===== src/rtl/cp0_exc_unit.sv =====
// ----------------------------------------------------------------------------
// cp0_exc_unit
//   Coprocessor-0 exception/interrupt controller in the M stage of the
//   pipelined MIPS core. It holds SR, Cause, EPC and PRId. It decides whether
//   the instruction in M takes an exception or an interrupt. It drives the
//   flush/redirect request, and it serves mfc0 reads and mtc0 writes.
//
// Parameters
//   PRID       constant returned when reading PRId (register 15)
//   EXC_ENTRY  handler address presented on exc_pc while req is high
//
// Ports
//   clk        in   1   clock, rising edge
//   rst        in   1   asynchronous active-high reset
//   M_PC       in   32  PC of the instruction in M
//   M_ExcCode  in   5   pending exception code of the M instruction (0 = none)
//   M_bd       in   1   M instruction sits in a branch delay slot
//   M_eret     in   1   M instruction is eret
//   M_CP0_WE   in   1   M instruction is mtc0
//   CP0_Addr   in   5   CP0 register number for mfc0/mtc0
//   CP0_WD     in   32  mtc0 write data
//   HWInt      in   6   level-sensitive external interrupt lines
//   CP0_RD     out  32  mfc0 read data (combinational, pre-edge value)
//   req        out  1   exception/interrupt taken this cycle
//   exc_pc     out  32  EXC_ENTRY while req, otherwise EPC (eret target)
//   EPC_out    out  32  current EPC value
// ----------------------------------------------------------------------------
module cp0_exc_unit #(
   parameter logic [31:0] PRID      = 32'h2023_0707,
   parameter logic [31:0] EXC_ENTRY = 32'h0000_4180
) (
   input  logic        clk,
   input  logic        rst,
   input  logic [31:0] M_PC,
   input  logic [4:0]  M_ExcCode,
   input  logic        M_bd,
   input  logic        M_eret,
   input  logic        M_CP0_WE,
   input  logic [4:0]  CP0_Addr,
   input  logic [31:0] CP0_WD,
   input  logic [5:0]  HWInt,
   output logic [31:0] CP0_RD,
   output logic        req,
   output logic [31:0] exc_pc,
   output logic [31:0] EPC_out
);

   localparam logic [4:0] ADDR_SR    = 5'd12;
   localparam logic [4:0] ADDR_CAUSE = 5'd13;
   localparam logic [4:0] ADDR_EPC   = 5'd14;
   localparam logic [4:0] ADDR_PRID  = 5'd15;

   // SR.EXL is the state of the exception FSM: NORMAL accepts requests,
   // HANDLER blocks them until eret (or an mtc0 to SR) clears EXL.
   typedef enum logic {
      ST_NORMAL  = 1'b0,
      ST_HANDLER = 1'b1
   } exl_state_t;

   exl_state_t  r_state;
   exl_state_t  w_state_nxt;

   logic [5:0]  r_im;
   logic        r_ie;
   logic        r_bd;
   logic [5:0]  r_ip;
   logic [4:0]  r_exccode;
   logic [31:2] r_epc;

   logic        w_exl;
   logic        w_int_req;
   logic        w_exc_req;
   logic        w_req;
   logic        w_mtc0;
   logic [31:0] w_epc_src;
   logic [31:0] w_sr;
   logic [31:0] w_cause;
   logic [31:0] w_epc;

   assign w_exl = (r_state == ST_HANDLER);

   // Request generation. The request is held low while rst is asserted, so an
   // exception code that is present during reset is not reported.
   assign w_int_req = (|(HWInt & r_im)) & r_ie & ~w_exl;
   assign w_exc_req = (M_ExcCode != 5'd0) & ~w_exl;
   assign w_req     = (w_int_req | w_exc_req) & ~rst;

   // A taken request or an eret squashes the mtc0 in the same slot.
   assign w_mtc0 = M_CP0_WE & ~w_req & ~M_eret;

   // A delay-slot instruction restarts at its branch (PC - 4, wrapping).
   assign w_epc_src = M_bd ? (M_PC - 32'd4) : M_PC;

   assign w_sr    = {16'd0, r_im, 8'd0, w_exl, r_ie};
   assign w_cause = {r_bd, 15'd0, r_ip, 3'd0, r_exccode, 2'b00};
   assign w_epc   = {r_epc, 2'b00};

   // FSM state register
   always_ff @(posedge clk or posedge rst) begin
      if (rst) begin
         r_state <= ST_NORMAL;
      end else begin
         r_state <= w_state_nxt;
      end
   end

   // FSM next state. A request wins over eret, and eret wins over mtc0.
   always_comb begin
      w_state_nxt = r_state;
      if (w_req) begin
         w_state_nxt = ST_HANDLER;
      end else if (M_eret) begin
         w_state_nxt = ST_NORMAL;
      end else if (M_CP0_WE && (CP0_Addr == ADDR_SR)) begin
         w_state_nxt = CP0_WD[1] ? ST_HANDLER : ST_NORMAL;
      end
   end

   // SR fields other than EXL
   always_ff @(posedge clk or posedge rst) begin
      if (rst) begin
         r_im <= 6'd0;
         r_ie <= 1'b0;
      end else if (w_mtc0 && (CP0_Addr == ADDR_SR)) begin
         r_im <= CP0_WD[15:10];
         r_ie <= CP0_WD[0];
      end
   end

   // Cause: IP tracks the interrupt lines every cycle. BD and ExcCode are
   // captured only when a request is taken. An interrupt records code 0.
   always_ff @(posedge clk or posedge rst) begin
      if (rst) begin
         r_ip      <= 6'd0;
         r_bd      <= 1'b0;
         r_exccode <= 5'd0;
      end else begin
         r_ip <= HWInt;
         if (w_req) begin
            r_bd      <= M_bd;
            r_exccode <= w_int_req ? 5'd0 : M_ExcCode;
         end
      end
   end

   // EPC: the restart address is captured on a request, otherwise EPC is
   // written by mtc0. The low two bits are never stored.
   always_ff @(posedge clk or posedge rst) begin
      if (rst) begin
         r_epc <= 30'd0;
      end else if (w_req) begin
         r_epc <= w_epc_src[31:2];
      end else if (w_mtc0 && (CP0_Addr == ADDR_EPC)) begin
         r_epc <= CP0_WD[31:2];
      end
   end

   // mfc0 read mux. It returns the current register contents and does not
   // bypass an mtc0 in the same cycle.
   always_comb begin
      CP0_RD = 32'd0;
      case (CP0_Addr)
         ADDR_SR:    CP0_RD = w_sr;
         ADDR_CAUSE: CP0_RD = w_cause;
         ADDR_EPC:   CP0_RD = w_epc;
         ADDR_PRID:  CP0_RD = PRID;
         default:    CP0_RD = 32'd0;
      endcase
   end

   assign req     = w_req;
   assign exc_pc  = w_req ? EXC_ENTRY : w_epc;
   assign EPC_out = w_epc;

endmodule


===== config.mk =====
export PLATFORM = sky130hd
export DESIGN_NAME = cp0_exc_unit
export DESIGN_NICKNAME = d
export VERILOG_FILES = /design/src/rtl/cp0_exc_unit.sv
export SDC_FILE = /design/constraint.sdc
export NUM_CORES = 1
export LEC_CHECK = 0
export ABC_AREA = 1
export CELL_PAD_IN_SITES_DETAIL_PLACEMENT = 1
export CELL_PAD_IN_SITES_GLOBAL_PLACEMENT = 2
export CORE_ASPECT_RATIO = 1.75
export CORE_MARGIN = 8
export CORE_UTILIZATION = 20
export DETAILED_ROUTE_END_ITERATION = 6
export PLACE_DENSITY_LB_ADDON = 0.1
export SYNTH_ARGS = -nofsm -noshare
export SYNTH_HDL_FRONTEND = slang
export SYNTH_SLANG_ARGS = --single-unit

===== constraint.sdc =====
create_clock -name clk -period 4.26 [get_ports clk]
set_input_delay 1.065 -clock clk [delete_from_list [all_inputs] [get_ports clk]]
set_output_delay 1.065 -clock clk [all_outputs]
set_load 0.005 [all_outputs]

Word level (Yosys, flattened, before mapping):

Cells that the tools add are included.

* flip-flop bits (word level): 50
* output and inout port bits: 97

* add/sub/neg operators: 1
* equal/unequal tests: 4
* multiplexer cells: 10
* bitwise gates (word level): 12
* reduce and logical (&&, ||, !) cells: 7

Operators by type and width (number)
* $pmux 32 s4: 1
* $mux 32: 2
* $mux 30: 2
* $sub 32x3->32 const B: 1
* $eq 5x4->1 const B: 4
* $and 1x1->1: 6
* $and 6x6->6: 1
* $reduce_or 6->1: 1
* $mux 5: 1
* $reduce_bool 5->1: 1
* $mux 1: 4
* $not 1->1: 4
* $logic_and 1x1->1: 3
* $reduce_bool 3->1: 1
* $reduce_bool 2->1: 1
* $or 1x1->1: 1

Longest topological paths before layout:

* word-level depth: 12
* gate-level depth with buffers: 14
* gate-level depth less buffers: 12

Worst setup path after synthesis:

Ideal clock, no wire load.

* kind: input port to output port
* from: input port rst
* to: output port exc_pc[22]
* arrival time: 2.830 ns
* data required time: 3.195 ns
* slack: 0.365 ns
* stages on the path: 7
* path buffers: 3
* path through: inv_1 nand2_2 buf_6 inv_2 buf_6 buf_6 nor2_1

* cells in the longest elaborated chain, start to end: 3

Ends and longest elaborated chain
* start: declaration: line 33 `input logic rst,`
* $not 1->1: line 86 `assign w_req = (w_int_req | w_exc_req) & ~rst;`
* $and 1x1->1: line 86
* named net req: line 43 `output logic req,`
* $mux 32: line 172 `assign exc_pc = w_req ? EXC_ENTRY : w_epc;`
* end: declaration: line 44 `output logic [31:0] exc_pc,`

The timed path passes the listed nets, and every way through them passes these cells.

Final worst setup path:

* from: input port HWInt[2]
* to: output port exc_pc[5]

* cells in the longest elaborated chain, start to end: 7

Ends and longest elaborated chain
* start: declaration: line 41 `input logic [5:0] HWInt,`
* $and 6x6->6: line 84 `assign w_int_req = (|(HWInt & r_im)) & r_ie & ~w_exl;`
* $reduce_or 6->1: line 84
* $and 1x1->1 (2 in a row): line 84
* $or 1x1->1: line 86
* $and 1x1->1: line 86
* $mux 32: line 172

No other way between the ends.

==> metrics.md <==
| Metric | Value |
|---|---|
| Cell mode on critical path | nand2_1 |
| Status | completed |
| Placed cells | 1,009 |
| Root buffer cell | clkbuf_16 |
| DP Worst Slack | 0.123 ns |
| # Post-CTS Setup Buffers | 0 |
| Syn Inst Count | 608 |
| Utilization after layout | 0.316 |
| Hold EP | r_bd |
| Nets | 861 |
| CP Launch Type | primary input |
| Worst-path clk slew | 0.07 ns |
| IR drop worst, VDD | 0.182 mV |
| Worst setup margin | 0.224 ns |
| Hold Crit Depth | 2 |
| DR vias/cell | 4.38 |
| CTS tree | built |
| Tmin final | 4.04 ns |
| Reg2reg path depth | 12 |
| Max-cap check violation count | 0 |
| Reg-to-reg startpoint | r_im[0] |
| Drt total wl | 18.9 mm |
| Core Area | 18,900 µm² |
| CTS max path bufs | 2 |
| Final-report hold violation count | 0 |
| Die footprint | 24,000 µm² |
| I/O Buffers | 175 |
| Area of the multi-input gates | 2040 µm² |
| CP required | 3.19 ns |
| Max Clk Rate | 248 MHz |
| Synthesis-stage register bit count | 50 |
| 1st-iter DRT viols | 139 |
| Synth-to-layout area growth | 56.4% |
| DIE WIDTH | 121 µm |
| Largest net degree at the start of global routing | 51 |
| FF/Latch Area | 1250 µm² |
| Hold Path Origin | r_bd |
| Routed len/inst | 18.6 µm |
| Initial Utilization | 0.202 |
| Critical path type | primary input to output pin |
| Fin crit share | 0.947 |
| Std-Cell Rows | 67 |
| Worst r2r dst | r_epc[18] |
| CTS Hold Bufs | 0 |
| Clk Latency, worst-skew pair | 0.31 ns |
| First-pass GRT wire length | 29.1 mm |
| Placed Area | 5810 µm² |
| Max transition margin | 0.315 |
| HPWL after detailed placement | 15.8 mm |
| Commonest non-fill, non-tap cell in the layout | clkdlybuf4s50_1 |
| Final Instance Area | 5990 µm² |
| Sink Count | 50 |
| Final RePlAce weighted congestion | 0.851 |
| YS warnings | 0 |
| Pleak | 2.70 nW |
| N_diodes | 0 |
| Worst stage delay on the critical path | 0.53 ns |
| FF-to-FF setup slack | 1.90 ns |
| Die Y-Extent | 199 µm |
| CP max-delay cell | clkdlybuf4s50_1 |
| DRC Markers | 0 |
| H-Tree Depth | 2 |
| Netlist cell types | 33 |
| Filler cell count | 2,412 |
| Register area share after synthesis | 0.327 |
| Crit. End Element | output pin |
| Setup TNS | 0 ns |
| Syn Std Cell Area | 3830 µm² |
| # IOs | 182 |
| Worst Max-Slew Pin Slew | 1.02 ns |
| Pwr/cell area | 342 nW/µm² |
| DR pass1 iterations | 4 |
| Final-report setup violation count | 0 |
| Worst Skew | 0.00430 ns |
| Syn avg cell area | 6.29 µm² |
| Vias in the first global route | 5,002 |
| Routed Antenna Nets | 0 |
| Worst-path fanout max | 22 |
| Crit path launch | HWInt[2] |
| Share of layout cells above drive strength 1 | 0.0580 |
| Critical Path, Cell by Cell | clkdlybuf4s50_1 > nand2_1 > nand2_1 > nor2_1 > nand2_1 > nand2_4 > nand2_1 > nand2_2 > inv_2 > buf_6 > nor2_1 > clkdlybuf4s50_1 |
| Most frequent cells in the layout | clkdlybuf4s50_1, nand2_1, nor2_1, inv_1, dfrtp_1 |
| Grt total ovfl | 0 |
| Antenna violations before repair | 0 |
| Vias | 4,457 |
| Fin cells | 1,017 |
| Gr usage total | 0.159 |
| CTS Buf Count | 5 |
| RSZ-0062 raised after global routing | false |
| Final Max Slew Viols | 0 |
| WP data arrival | 2.97 ns |
| Worst Hold Class | flip-flop to flip-flop |
## routing by layer
layer | vias to the layer above | GRT usage | wire length [µm]
met3 | 14 | 0.0236 | 642
li1 | 2237 | - | -
met1 | 2104 | 0.164 | 7190
met4 | 0 | 0.0544 | 380
met5 | - | 0 | 0
met2 | 102 | 0.314 | 10700
## area by class of cell
cell class	instances	area share
clock buffer	5	0.0209
clock inverter	3	0.00732
inverter	95	0.0596
multi-input combinational	437	0.342
sequential	50	0.209
tap	241	0.0504
timing repair buffer	186	0.311
## timing repair
item                                    CTS  global route
gates resized for setup                   0             2
endpoints found under the setup margin    0            12
hold endpoints to repair                  0             0
## registers in the layout, indices dropped and copies added, names as in the netlist
name / flops
r_epc: 30
r_im: 6
r_ip: 6
r_exccode: 5
r_bd: 1
r_ie: 1
r_state: 1
## worst max-delay path by stage
stage | to | slack (ns) | cells past startpoint
2_1_floorplan | exc_pc[22] | 0.36 | 7
3_3_place_gp | exc_pc[2] | 0.15 | 12
3_5_place_dp | exc_pc[5] | 0.12 | 12
4_1_cts | exc_pc[5] | 0.11 | 12
5_1_grt | exc_pc[10] | 0.01 | 12
6_report | exc_pc[5] | 0.22 | 12
## synth_stat cells
library cell | n | share of area
o21ai_0 | 38 | 0.050
nor2_1 | 112 | 0.11
inv_2 | 1 | 0.00098
buf_6 | 7 | 0.021
or2_2 | 9 | 0.015
o311ai_0 | 1 | 0.0023
conb_1 | 1 | 0.00098
o2111ai_1 | 1 | 0.0023
ha_1 | 1 | 0.0033
dfrtp_1 | 50 | 0.33
nand2_2 | 3 | 0.0049
nand3_1 | 40 | 0.052
nand2_4 | 1 | 0.0029
o211ai_1 | 8 | 0.016
o221ai_1 | 4 | 0.0092
nor3_1 | 1 | 0.0013
nor2_2 | 4 | 0.0065
a21oi_1 | 4 | 0.0052
clkbuf_1 | 7 | 0.0069
nand2_1 | 153 | 0.15
buf_2 | 8 | 0.010
o21bai_1 | 1 | 0.0020
o22ai_1 | 4 | 0.0065
buf_4 | 7 | 0.014
xor2_1 | 6 | 0.014
nor2_4 | 2 | 0.0059
nand4_1 | 21 | 0.034
o21ai_1 | 9 | 0.012
nand3b_1 | 1 | 0.0020
o21ai_2 | 1 | 0.0023
o31ai_1 | 4 | 0.0078
nand3_2 | 4 | 0.010
inv_1 | 94 | 0.092
## critical path, delay by kind of cell
family                 cells  cell delay, ns
buffers and inverters      4            1.21
and+or+nand+nor            8            0.69
## where the power goes
group | switching [mW] | internal (mW)
combinational | 0.432 | 0.474
clock | 0.208 | 0.279
sequential | 0.0693 | 0.584
## metrics by stage
stage	hold WS [ns]	total power, mW
2_1_floorplan	0.453	1.02
3_3_place_gp	0.490	1.58
3_5_place_dp	0.490	1.59
4_1_cts	0.509	2.09
5_1_grt	0.543	2.20
6_report	0.499	2.05
## logic make-up after synthesis
family,count (synthesis),synth area share
AOI/OAI and AO/OA,75,0.115
xor gates and xnor gates,6,0.0137
adders and majority gates,1,0.00327
buffers and inverters,124,0.145
DFF,50,0.327
other,1,0.000980
and+or+nand+nor,351,0.395
(Power assumes the default switching activity.)
